### src/rtl/uart_rx.sv
// ---------------------------------------------------------------------------
// uart_rx
//
// Serial receive front-end for the wi23 UART. Deserializes the asynchronous
// RX pin (8 data bits, no parity, 1 stop bit, LSB first) into bytes and
// queues them in a small show-ahead FIFO for the register logic to read.
// Framing errors and overruns are reported through sticky flags.
//
// Parameters:
//   CLKS_PER_BIT  clk cycles per bit period (>= 4)
//   FIFO_DEPTH    receive FIFO entries (power of 2, >= 2)
//
// Ports:
//   clk        in   system clock
//   rst        in   synchronous, active-high reset
//   RX         in   asynchronous serial input, idles high
//   rd_en      in   pop the FIFO head (ignored while rx_valid = 0)
//   clr_err    in   clear frame_err and overrun
//   rx_data    out  FIFO head byte, 8'h00 when the FIFO is empty
//   rx_valid   out  FIFO holds at least one byte
//   frame_err  out  sticky: a stop bit was sampled low
//   overrun    out  sticky: a received byte was dropped on a full FIFO
//   busy       out  receiver FSM is not idle
// ---------------------------------------------------------------------------
module uart_rx #(
  parameter int CLKS_PER_BIT = 434,
  parameter int FIFO_DEPTH   = 4
) (
  input  logic       clk,
  input  logic       rst,
  input  logic       RX,
  input  logic       rd_en,
  input  logic       clr_err,
  output logic [7:0] rx_data,
  output logic       rx_valid,
  output logic       frame_err,
  output logic       overrun,
  output logic       busy
);

  // -------------------------------------------------------------------------
  // Local constants
  // -------------------------------------------------------------------------
  localparam int CNT_W = (CLKS_PER_BIT > 1) ? $clog2(CLKS_PER_BIT) : 1;
  localparam int PTR_W = (FIFO_DEPTH > 1) ? $clog2(FIFO_DEPTH) : 1;

  // Start bit is checked half a bit period in; every later sample is one
  // full bit period after the previous one, so all land mid-bit.
  localparam logic [CNT_W-1:0] HALF_M1 = CNT_W'(CLKS_PER_BIT / 2 - 1);
  localparam logic [CNT_W-1:0] BIT_M1  = CNT_W'(CLKS_PER_BIT - 1);
  localparam logic [PTR_W:0]   DEPTH_C = (PTR_W + 1)'(FIFO_DEPTH);

  typedef enum logic [2:0] {
    S_IDLE,
    S_START,
    S_DATA,
    S_STOP,
    S_WAIT_HIGH
  } state_e;

  // -------------------------------------------------------------------------
  // Declarations
  // -------------------------------------------------------------------------
  logic             rx_meta_q, rx_meta_d;
  logic             rx_s_q, rx_s_d;

  state_e           state_q, state_d;
  logic [CNT_W-1:0] cnt_q, cnt_d;
  logic [2:0]       bit_idx_q, bit_idx_d;
  logic [7:0]       shift_q, shift_d;

  logic             push_req;   // a complete, well-framed byte this cycle
  logic             frame_set;  // stop bit sampled low this cycle

  logic [7:0]       mem_q [FIFO_DEPTH];
  logic [PTR_W-1:0] wr_ptr_q, wr_ptr_d;
  logic [PTR_W-1:0] rd_ptr_q, rd_ptr_d;
  logic [PTR_W:0]   count_q, count_d;
  logic             fifo_full, fifo_empty;
  logic             do_push, do_pop, ovr_set;

  logic             frame_err_q, frame_err_d;
  logic             overrun_q, overrun_d;

  // -------------------------------------------------------------------------
  // Input synchronizer: two flops, both resetting to the idle (high) level so
  // that leaving reset never looks like a start bit.
  // -------------------------------------------------------------------------
  always_comb begin
    rx_meta_d = RX;
    rx_s_d    = rx_meta_q;
  end

  // -------------------------------------------------------------------------
  // FSM process 1: state and datapath registers
  // -------------------------------------------------------------------------
  // NOTE: clocked state uses non-blocking (<=) so every flop samples the
  // pre-edge value of every other flop, independent of statement order.
  always_ff @(posedge clk) begin
    if (rst) begin
      rx_meta_q <= 1'b1;
      rx_s_q    <= 1'b1;
      state_q   <= S_IDLE;
      cnt_q     <= '0;
      bit_idx_q <= '0;
      shift_q   <= '0;
    end else begin
      rx_meta_q <= rx_meta_d;
      rx_s_q    <= rx_s_d;
      state_q   <= state_d;
      cnt_q     <= cnt_d;
      bit_idx_q <= bit_idx_d;
      shift_q   <= shift_d;
    end
  end

  // -------------------------------------------------------------------------
  // FSM process 2: next state, bit timing and deserialization
  // -------------------------------------------------------------------------
  always_comb begin
    // NOTE: every output of this block gets a default first; a path that
    // leaves one unassigned would infer a latch.
    state_d   = state_q;
    cnt_d     = cnt_q + CNT_W'(1);
    bit_idx_d = bit_idx_q;
    shift_d   = shift_q;
    push_req  = 1'b0;
    frame_set = 1'b0;

    unique case (state_q)
      S_IDLE: begin
        cnt_d = '0;
        if (!rx_s_q) state_d = S_START;
      end

      S_START: begin
        if (cnt_q == HALF_M1) begin
          cnt_d     = '0;
          bit_idx_d = '0;
          // A line that is high again at mid-start-bit was only a glitch.
          state_d   = rx_s_q ? S_IDLE : S_DATA;
        end
      end

      S_DATA: begin
        if (cnt_q == BIT_M1) begin
          cnt_d              = '0;
          shift_d[bit_idx_q] = rx_s_q;
          if (bit_idx_q == 3'd7) state_d = S_STOP;
          else                   bit_idx_d = bit_idx_q + 3'd1;
        end
      end

      S_STOP: begin
        if (cnt_q == BIT_M1) begin
          cnt_d = '0;
          // Returning to IDLE at mid-stop-bit leaves half a bit of margin to
          // catch a back-to-back start edge.
          if (rx_s_q) begin
            push_req = 1'b1;
            state_d  = S_IDLE;
          end else begin
            frame_set = 1'b1;
            state_d   = S_WAIT_HIGH;
          end
        end
      end

      S_WAIT_HIGH: begin
        // Hold off until the line idles so a break is never taken as a frame.
        cnt_d = '0;
        if (rx_s_q) state_d = S_IDLE;
      end

      default: begin
        cnt_d   = '0;
        state_d = S_IDLE;
      end
    endcase
  end

  // -------------------------------------------------------------------------
  // FSM process 3: outputs
  // -------------------------------------------------------------------------
  always_comb begin
    busy = (state_q != S_IDLE);
  end

  // -------------------------------------------------------------------------
  // Receive FIFO: circular buffer with a separate occupancy count so that
  // full and empty are unambiguous when the pointers are equal.
  // -------------------------------------------------------------------------
  always_comb begin
    fifo_full  = (count_q == DEPTH_C);
    fifo_empty = (count_q == '0);

    // A pop on an empty FIFO is ignored even if a push lands in the same
    // cycle; on a full FIFO a simultaneous pop frees the slot for the push.
    do_pop  = rd_en && !fifo_empty;
    do_push = push_req && (!fifo_full || do_pop);
    ovr_set = push_req && fifo_full && !do_pop;

    wr_ptr_d = do_push ? wr_ptr_q + PTR_W'(1) : wr_ptr_q;
    rd_ptr_d = do_pop  ? rd_ptr_q + PTR_W'(1) : rd_ptr_q;

    unique case ({do_push, do_pop})
      2'b10:   count_d = count_q + (PTR_W + 1)'(1);
      2'b01:   count_d = count_q - (PTR_W + 1)'(1);
      default: count_d = count_q;
    endcase
  end

  always_ff @(posedge clk) begin
    if (rst) begin
      wr_ptr_q <= '0;
      rd_ptr_q <= '0;
      count_q  <= '0;
    end else begin
      wr_ptr_q <= wr_ptr_d;
      rd_ptr_q <= rd_ptr_d;
      count_q  <= count_d;
    end
  end

  // NOTE: the storage array has no reset; its contents are only visible
  // through count_q, which is reset, so resetting it would add logic for no
  // observable effect.
  always_ff @(posedge clk) begin
    if (do_push) mem_q[wr_ptr_q] <= shift_q;
  end

  always_comb begin
    rx_valid = !fifo_empty;
    rx_data  = fifo_empty ? 8'h00 : mem_q[rd_ptr_q];
  end

  // -------------------------------------------------------------------------
  // Sticky status: a new error event wins over a simultaneous clear so that
  // no event is ever lost.
  // -------------------------------------------------------------------------
  always_comb begin
    frame_err_d = frame_err_q;
    overrun_d   = overrun_q;
    if (clr_err) begin
      frame_err_d = 1'b0;
      overrun_d   = 1'b0;
    end
    if (frame_set) frame_err_d = 1'b1;
    if (ovr_set)   overrun_d   = 1'b1;
  end

  always_ff @(posedge clk) begin
    if (rst) begin
      frame_err_q <= 1'b0;
      overrun_q   <= 1'b0;
    end else begin
      frame_err_q <= frame_err_d;
      overrun_q   <= overrun_d;
    end
  end

  assign frame_err = frame_err_q;
  assign overrun   = overrun_q;

endmodule

### config.mk
export PLATFORM = sky130hd
export DESIGN_NAME = uart_rx
export DESIGN_NICKNAME = d
export VERILOG_FILES = /design/src/rtl/uart_rx.sv
export SDC_FILE = /design/constraint.sdc
export NUM_CORES = 1
export LEC_CHECK = 0
export BUFFER_PORTS_ARGS = -buffer_cell sky130_fd_sc_hd__buf_2
export CORE_AREA = 3 3 80 82
export CTS_BUF_LIST = sky130_fd_sc_hd__clkbuf_4 sky130_fd_sc_hd__clkbuf_8
export CTS_CLUSTER_DIAMETER = 150
export DETAILED_ROUTE_END_ITERATION = 8
export DIE_AREA = 0 0 83 85
export MAX_ROUTING_LAYER = met4
export PLACE_DENSITY = 0.68
export SYNTH_ARGS = -nofsm -noshare
export SYNTH_HDL_FRONTEND = slang
export SYNTH_SLANG_ARGS = --single-unit
### constraint.sdc
create_clock -name clk -period 3.59 [get_ports clk]
set_input_delay 0 -clock clk [delete_from_list [all_inputs] [get_ports clk]]
set_output_delay 0 -clock clk [all_outputs]
set_load 0.005 [all_outputs]
==> results.sh, run 1 <==
export IMPL_outcome="finished clean"
export IMPL_internal_power_mw=1.25
export IMPL_dpl_hpwl_microns=3800
export IMPL_grt_pass1_wl_microns=9080
export IMPL_syn_to_final_growth_pct=11.1
export IMPL_dieArea_sq_mm=0.00706
export IMPL_nNetsFinal=294
export IMPL_ys_types=56
export IMPL_power_leakage_nw=1.34
export IMPL_drt_wirelength_per_cell_microns=14.7
export IMPL_gp_congestion=0.812
export IMPL_synthFlopType="dfxtp_1"
export IMPL_cts_buffers=9
export IMPL_rsz0062_at_grt="no"
export IMPL_synthArstFlopShare=0
export IMPL_seqPwrFrac=0.522
export IMPL_max_slew_margin_rel=0.493
export IMPL_switching_power_uw=423
export IMPL_p_sw_frac=0.253
export IMPL_diodes=0
export IMPL_synthCells=260
export IMPL_drc=0
export IMPL_worstPathArrival_ps=2380
export IMPL_ys_warn_count=0
export IMPL_fin_crit_sh=0.597
export IMPL_cts_htree_levels=3
export IMPL_yosys_top_cells_count="dfxtp_1 (36), edfxtp_1 (32), nor2_1 (29)"
export IMPL_grtUsageTotal=0.171
export IMPL_cp_required_ps=3820
export IMPL_whs_ps=61.6
export IMPL_max_cap_violations=0
export IMPL_powerDensity_mw_per_mm2=482
export IMPL_multi_input_area_sq_mm=0.00136
export IMPL_overflow=0
export IMPL_grt_pass1_vias=1922
export IMPL_tightest_slew_ps=750
export IMPL_finalMaxSlewViolations=0
export IMPL_ir_worst_vdd_mv=0.267
export IMPL_cts_root_buf="clkbuf_8"
export IMPL_design_power_total_mw=1.67
export IMPL_area_sequential_sq_mm=0.00168
export IMPL_clock_path_buffers=2
export IMPL_crit_type="register to register"
export IMPL_slowest_stage="dfxtp_1"
export IMPL_finalClockSkew_ps=6.50
export IMPL_viasPerCell=5.47
export IMPL_end_kind="register"
export IMPL_setup_tns_ps=0
export IMPL_timing_fmax_mhz=466
export IMPL_io_pins=17
export IMPL_fillers=502
export IMPL_routed_wl_microns=5270
export IMPL_die_w_microns=83
export IMPL_synth_top_cell_area_share=0.308
export IMPL_clk_pin_slew_ps=70
export IMPL_clk_latency_ps=340
export IMPL_drive_gt1_frac=0.190
export IMPL_drtAntennaViolNets=0
export IMPL_cts_setup_buffers=0
export IMPL_num_vias=1962
export IMPL_power_frac_comb=0.112
export IMPL_seq_area_frac_synth=0.538
export IMPL_final_util=0.596
export IMPL_yosysMostFrequentCell="dfxtp_1"
export IMPL_cp_start_kind="register"
export IMPL_std_cell_rows=28
export IMPL_period_needed_ps=2140
export IMPL_grt_max_degree=24
export IMPL_critical_path_peak_fanout=15
export IMPL_syn_nets=275
export IMPL_portBuffers=16
export IMPL_postCtsResizedCells=0
export IMPL_synthesis_area_sq_mm=0.00312
export IMPL_synth_edf_count=32
export IMPL_drt_pass1_iterations=4
export IMPL_worst_path_largest_cell_delay_ps=590
export IMPL_synthTopCellsByArea="edfxtp_1 (31%), dfxtp_1 (23%), mux4_2 (5.8%)"
export IMPL_hold_path_class="input port to register"
export IMPL_final_hold_viol_count=0
export IMPL_drt_initial_drc_count=95
export IMPL_pwr_share_clk=0.366
export IMPL_clkSinkCount=68
export IMPL_synth_seq_cells=68
export IMPL_yosysTopAreaCell="edfxtp_1"
export IMPL_finalSetupViolations=0
export IMPL_path_cells="nand4b_1 > nor3_4 > nand2b_1 > fa_1 > nor2_1 > a2bb2oi_2 > mux2_4"
export IMPL_die_h_microns=85
export IMPL_syn_area_per_cell_sq_um=12.0
export IMPL_dp_cells=341
export IMPL_instances_no_fill=359
export IMPL_antenna_found_initial=0
export IMPL_cts_tree="yes"
export IMPL_core_sq_mm=0.00582
export IMPL_start_util=0.537
==> repair_timing <==
action,4_1_cts,5_1_grt
hold buffers,2,0
endpoints found under the setup margin,0,0
endpoints found under the hold margin,2,0
==> per-stage QoR <==
stage | cell area [sq um] | worst slack, ps
6_report | 3470 | 1450
5_1_grt | 3470 | 1280
4_1_cts | 3470 | 1430
3_5_place_dp | 3250 | 1450
3_3_place_gp | 3250 | 1490
2_1_floorplan | 3120 | 1610
==> worst paths after layout <==
path / from / end / slack, ps / cells after the start
hold / removal: rd_en / overrun / 60 / 4
setup reg to reg: state_q[1] / count_q[2] / 1450 / 7
setup / recovery: state_q[1] / count_q[2] / 1450 / 7
hold reg to reg: rx_meta_q / rx_s_q / 420 / 1
==> registers in the layout (all words and copies together) (netlist names), named ones only <==
register / count
overrun: 1
rd_ptr_q: 2
shift_q: 8
mem_q: 32
frame_err: 1
cnt_q: 9
count_q: 3
wr_ptr_q: 2
rx_s_q: 1
bit_idx_q: 3
rx_meta_q: 1
state_q: 3
==> area by class of cell <==
| cell class | instances | share of cell area |
|---|---|---|
| Clock inverter | 6 | 0.0184 |
| Tap cell | 75 | 0.0271 |
| Timing Repair Buffer | 18 | 0.0289 |
| Clock buffer | 10 | 0.0379 |
| Inverter | 9 | 0.00974 |
| Multi-Input combinational cell | 173 | 0.393 |
| Sequential cell | 68 | 0.485 |
==> worst max-delay path, delay by kind of cell (launching register included) <==
family,cells,cell delay (ps)
compound gates,1,160
fa+ha+maj,1,180
flops,1,590
mux,1,300
simple gates,4,800
==> cells by family after synthesis <==
group / Yosys count / synth area share
and+or+nand+nor: 110 / 0.216
DFF: 68 / 0.538
AOI/OAI and AO/OA: 24 / 0.0545
buffers and inverters: 19 / 0.0248
muxes: 19 / 0.0954
xor gates and xnor gates: 10 / 0.0280
adders and majority gates: 10 / 0.0425
==> power groups by stage <==
stage          sequential (mW)  clock, mW  combinational (mW)
2_1_floorplan            0.860          0               0.172
3_3_place_gp             0.888          0               0.186
3_5_place_dp             0.891          0               0.188
4_1_cts                  0.874      0.630               0.191
5_1_grt                  0.879      0.661               0.210
6_report                 0.873      0.613               0.188
==> layer usage <==
metal / share of wire / vias to the layer above / GRT usage
li1: - / 976 / -
met1: 0.44 / 941 / 0.196
met2: 0.50 / 29 / 0.276
met3: 0.028 / 16 / 0.0340
met4: 0.032 / 0 / 0.108
met5: 0 / - / -
==> cell usage in the layout (no fill, tap or decap), types with 8 or more instances in the layout <==
| cell | instances |
|---|---|
| and2_1 | 12 |
| buf_2 | 16 |
| clkbuf_8 | 9 |
| dfxtp_1 | 36 |
| edfxtp_1 | 32 |
| ha_1 | 9 |
| inv_1 | 8 |
| mux2i_1 | 8 |
| mux4_2 | 8 |
| nand2_1 | 16 |
| nand3_1 | 9 |
| nor2_1 | 29 |
No activity file was read; power rests on OpenSTA's default activity.
==> run 2: changes to the inputs <==
Clock period 3.59 ns to 2.1 ns, I/O delays scaled along.
==> run 2 against run 1 <==
  * Maximum frequency rose by 9.3%
  * Critical path type unchanged
  * First-iteration DRC count rose by 1.1%
  * Largest cell class unchanged
  * Clock power rose by 92%
  * Sequential power rose by 71%
  * Highest routed layer unchanged
  * Non-clock buffer count rose by 18
  * Register-to-register slack got worse by 1300 ps
==> results.sh, run 2 (synthesis results as in run 1) <==
export IMPL_slowest_stage="fa_2"
export IMPL_drtAntennaViolNets=0
export IMPL_timing_rr_start="cnt_q[1]"
export IMPL_diodes=0
export IMPL_clkSinkCount=68
export IMPL_final_cell_mix="dfxtp_1 (36), edfxtp_1 (32), nor2_1 (28)"
export IMPL_worst_path_largest_cell_delay_ps=350
export IMPL_switching_power_uw=746
export IMPL_clock_path_buffers=2
export IMPL_period_needed_ps=1960
export IMPL_dpl_cell_area_sq_mm=0.00341
export IMPL_cp_required_ps=2330
export IMPL_final_util=0.630
export IMPL_design_power_total_mw=3.02
export IMPL_hold_path_class="input port to register"
export IMPL_ir_worst_vdd_mv=0.469
export IMPL_dp_cells=358
export IMPL_pwr_share_clk=0.390
export IMPL_fillers=480
export IMPL_io_pins=17
export IMPL_finalSetupViolations=0
export IMPL_drive_gt1_frac=0.245
export IMPL_critical_path_peak_fanout=4
export IMPL_dieArea_sq_mm=0.00706
export IMPL_portBuffers=16
export IMPL_p_sw_frac=0.247
export IMPL_die_w_microns=83
export IMPL_viasPerCell=5.40
export IMPL_max_cap_violations=0
export IMPL_end_kind="register"
export IMPL_seqPwrFrac=0.494
export IMPL_dpl_hpwl_microns=3850
export IMPL_grt_pass1_wl_microns=9400
export IMPL_timing_fmax_mhz=510
export IMPL_clk_pin_slew_ps=70
export IMPL_instances_no_fill=377
export IMPL_start_util=0.537
export IMPL_power_leakage_nw=1.46
export IMPL_finalMaxSlewViolations=0
export IMPL_drt_wirelength_per_cell_microns=14.1
export IMPL_nNetsFinal=312
export IMPL_path_cells="inv_1 > ha_1 > nand4bb_4 > nor3_4 > nand2b_1 > fa_2 > nand2_1 > a2bb2oi_2 > mux2_4"
export IMPL_syn_to_final_growth_pct=17.2
export IMPL_rsz0062_at_grt="no"
export IMPL_crit_type="register to register"
export IMPL_finalClockSkew_ps=6.42
export IMPL_largest_reg_flops=32
export IMPL_grt_pass1_vias=2031
export IMPL_worstPathArrival_ps=2190
export IMPL_num_vias=2037
export IMPL_cpLargestDelayFamily="adder cells"
export IMPL_regMostFlops="mem_q"
export IMPL_gp_congestion=0.795
export IMPL_cts_buffers=9
export IMPL_drt_initial_drc_count=96
export IMPL_clk_latency_ps=340
export IMPL_drc=0
export IMPL_fin_crit_sh=0.934
export IMPL_overflow=0
export IMPL_setup_tns_ps=0
export IMPL_antenna_found_initial=0
export IMPL_powerDensity_mw_per_mm2=824
export IMPL_grtUsageTotal=0.173
export IMPL_die_h_microns=85
export IMPL_core_sq_mm=0.00582
export IMPL_internal_power_mw=2.27
export IMPL_fin_ws_ps=139
export IMPL_final_hold_viol_count=0
export IMPL_cts_tree="yes"
export IMPL_power_frac_comb=0.116
export IMPL_tightest_slew_ps=554
export IMPL_max_slew_margin_rel=0.630
export IMPL_crit_start="cnt_q[1]"
export IMPL_design_area_sq_mm=0.00366
export IMPL_cts_htree_levels=3
export IMPL_place_ws_ps=109
export IMPL_grt_max_degree=24
export IMPL_top_regs="mem_q: 32 flops, cnt_q: 9 flops, shift_q: 8 flops"
export IMPL_min_from="rst"
export IMPL_routed_wl_microns=5320
export IMPL_std_cell_rows=28
export IMPL_drt_pass1_iterations=4
export IMPL_whs_ps=64.2
export IMPL_cts_root_buf="clkbuf_8"
export IMPL_mostFrequentLayoutCell="dfxtp_1"
export IMPL_path_buf_inv=1
export IMPL_outcome="finished clean"
export IMPL_cp_start_kind="register"
run 2: cell types whose count changed in the layout (fill, tap and decap cells not counted), sizes merged:
cell	delta
buf	+18
bufinv	+1
clkbuf	-1
clkinv	+1
clkinvlp	-1
run 2: worst paths after layout:
| path | slack, ps | end | depth (start not counted) |
|---|---|---|---|
| max | 140 | count_q[2] | 9 |
| min | 60 | frame_err | 2 |
| max reg2reg | 140 | count_q[2] | 9 |
| min reg2reg | 410 | rx_s_q | 1 |
run 2: final cells by class:
class	count	area, sq um	share of cell area
repair buffers	36	260	0.0711
well taps	75	93.8	0.0256
inverters	9	33.8	0.00923
multi-input cells	173	1370	0.374
flip-flops and latches	68	1680	0.459
clock buffers	9	124	0.0338
clock inverters	7	98.8	0.0270
run 2: what timing repair did:
item                                    CTS  global route
endpoints found under the setup margin    0             1
resized for setup                         0             2
hold endpoints to repair                  2             0
hold buffers                              2             0
buffers inserted                          0             1
run 2: per-layer routing:
metal,vias up,wire [microns],global-route usage
met5,-,0,-
met4,0,76,0.0743
met3,7,156,0.0427
met2,30,2670,0.285
met1,988,2410,0.202
li1,1012,-,-
run 2: power groups by stage:
| stage | registers (mW) | clock network [mW] | logic [mW] |
|---|---|---|---|
| after detailed placement | 1.52 | 0 | 0.349 |
| after CTS | 1.49 | 1.20 | 0.352 |
| after global placement | 1.52 | 0 | 0.346 |
| final | 1.49 | 1.18 | 0.350 |
| after floorplan | 1.47 | 0 | 0.295 |
| after global routing | 1.50 | 1.26 | 0.389 |
==> run 3: changes to the inputs <==
Settings changed: BUFFER_PORTS_ARGS -buffer_cell sky130_fd_sc_hd__buf_2 to -buffer_cell sky130_fd_sc_hd__buf_4, CORE_AREA 3 3 80 82 to 3 3 75 77, DIE_AREA 0 0 83 85 to 0 0 78 80, PLACE_DENSITY 0.68 to 0.77, REMOVE_ABC_BUFFERS from default to 1.
==> run 3 against run 2 <==
  * Routed wire length increased by 0.17%
  * Final cell count decreased by 1.3%
  * Critical path depth unchanged
  * Maximum frequency decreased by 1.2%
  * Combinational power increased by 1%
  * Clock skew increased by 1.4 ps
  * Setup slack got worse by 24 ps
  * Die area decreased by 12%
  * Register-to-register slack got worse by 20 ps
  * Sequential cell count unchanged
  * Via count about the same
  * Highest routed layer unchanged
==> results.sh, run 3 (synthesis results as in run 1) <==
export IMPL_outcome="finished clean"
export IMPL_setup_tns_ps=0
export IMPL_std_cell_rows=26
export IMPL_drt_wirelength_per_cell_microns=14.3
export IMPL_rsz0062_at_grt="no"
export IMPL_die_w_microns=78
export IMPL_dpl_hpwl_microns=3690
export IMPL_finalMaxSlewViolations=0
export IMPL_fin_crit_sh=0.945
export IMPL_grt_pass1_vias=2013
export IMPL_grt_max_degree=24
export IMPL_gp_congestion=0.820
export IMPL_end_kind="register"
export IMPL_final_hold_viol_count=0
export IMPL_core_sq_mm=0.00507
export IMPL_io_pins=17
export IMPL_ir_worst_vdd_mv=0.458
export IMPL_finalClockSkew_ps=7.85
export IMPL_viasPerCell=5.48
export IMPL_cp_required_ps=2330
export IMPL_drtAntennaViolNets=0
export IMPL_period_needed_ps=1990
export IMPL_critical_path_peak_fanout=4
export IMPL_powerDensity_mw_per_mm2=815
export IMPL_grt_pass1_wl_microns=9180
export IMPL_final_util=0.732
export IMPL_crit_type="register to register"
export IMPL_timing_fmax_mhz=504
export IMPL_design_power_total_mw=3.03
export IMPL_dieArea_sq_mm=0.00624
export IMPL_antenna_found_initial=0
export IMPL_power_leakage_nw=1.46
export IMPL_dp_cells=352
export IMPL_max_slew_margin_rel=0.643
export IMPL_nNetsFinal=312
export IMPL_cts_htree_levels=3
export IMPL_finalSetupViolations=0
export IMPL_hold_path_class="input port to register"
export IMPL_drc=0
export IMPL_syn_to_final_growth_pct=19.0
export IMPL_cts_buffers=9
export IMPL_max_cap_violations=0
export IMPL_clock_path_buffers=2
export IMPL_drt_pass1_iterations=4
export IMPL_cts_tree="yes"
export IMPL_clk_pin_slew_ps=80
export IMPL_start_util=0.615
export IMPL_final_cell_mix="dfxtp_1 (34), edfxtp_1 (32), nor2_1 (29), buf_4 (29), nand2_1 (16)"
export IMPL_portBuffers=16
export IMPL_die_h_microns=80
export IMPL_grtUsageTotal=0.197
export IMPL_clk_latency_ps=340
export IMPL_reg2reg_slack_ps=110
export IMPL_cts_root_buf="clkbuf_8"
export IMPL_num_vias=2038
export IMPL_worstPathArrival_ps=2220
export IMPL_drive_gt1_frac=0.248
export IMPL_routed_wl_microns=5330
export IMPL_instances_no_fill=372
export IMPL_top_regs="mem_q: 32 flops, cnt_q: 9 flops, shift_q: 8 flops"
export IMPL_diodes=0
export IMPL_tightest_slew_ps=535
export IMPL_regMostFlops="mem_q"
export IMPL_largest_reg_flops=32
export IMPL_mostFrequentLayoutCell="dfxtp_1"
export IMPL_clkSinkCount=68
export IMPL_cp_start_kind="register"
export IMPL_overflow=0
export IMPL_drt_initial_drc_count=111
## run 3: cell count changes in the layout (fill, tap and decap cells not counted), sizes merged
cell / previous run / this run
buf: 34 / 32
clkinv: 4 / 2
clkinvlp: 1 / 2
dlygate4sd3: 2 / 4
inv: 9 / 10
## run 3: final cells by class
cell class | instances | area, sq um
Sequential cell | 68 | 1680
Tap cell | 70 | 87.6
Multi-Input combinational cell | 173 | 1370
Timing Repair Buffer | 36 | 318
Clock inverter | 7 | 97.6
Clock buffer | 9 | 124
Inverter | 9 | 33.8
Fill cell | 372 | 1360
## run 3: worst paths after layout
path,from,to,cells past startpoint
setup reg to reg,cnt_q[1],count_q[2],9
hold reg to reg,rx_meta_q,rx_s_q,1
setup / recovery,cnt_q[1],count_q[2],9
hold / removal,rd_en,rd_ptr_q[0],4
## run 3: worst max-delay path, cell delays in order (launching register included)
cell       delay (ps)
dfxtp_2           340
inv_1              70
ha_2              200
nand4bb_4         170
nor3_4            220
nand2b_1          150
fa_2              200
nor2_1             50
a2bb2oi_2         170
mux2_4            310
## run 3: report_power, final
group	internal (mW)	switching [mW]	total, mW
Clock	0.674	0.510	1.18
Sequential	1.42	0.0740	1.49
Combinational	0.183	0.171	0.354
## run 3: through the flow
stage                     worst slack [ps]  hold WS [ps]  area (sq um)
after CTS                             5.57           198          3710
after global routing                  17.5           243          3710
after detailed placement              13.7           187          3440
after global placement                 103           184          3440
final                                  115           210          3710
after floorplan                        124          69.1          3080
## run 3: routing by layer
layer  GRT usage  part of all wire  up-vias
met5           -                 0        -
met4      0.0734             0.012        0
met3      0.0508             0.033        7
met2       0.327              0.50       34
met1       0.233              0.45      981
li1            -                 -     1016
## run 3: what timing repair did
| action | CTS | global route |
|---|---|---|
| hold buffers | 4 | 0 |
| endpoints found under the setup margin | 0 | 9 |
| resized for setup | 0 | 5 |
| hold endpoints to repair | 8 | 0 |
| buffers inserted | 0 | 0 |
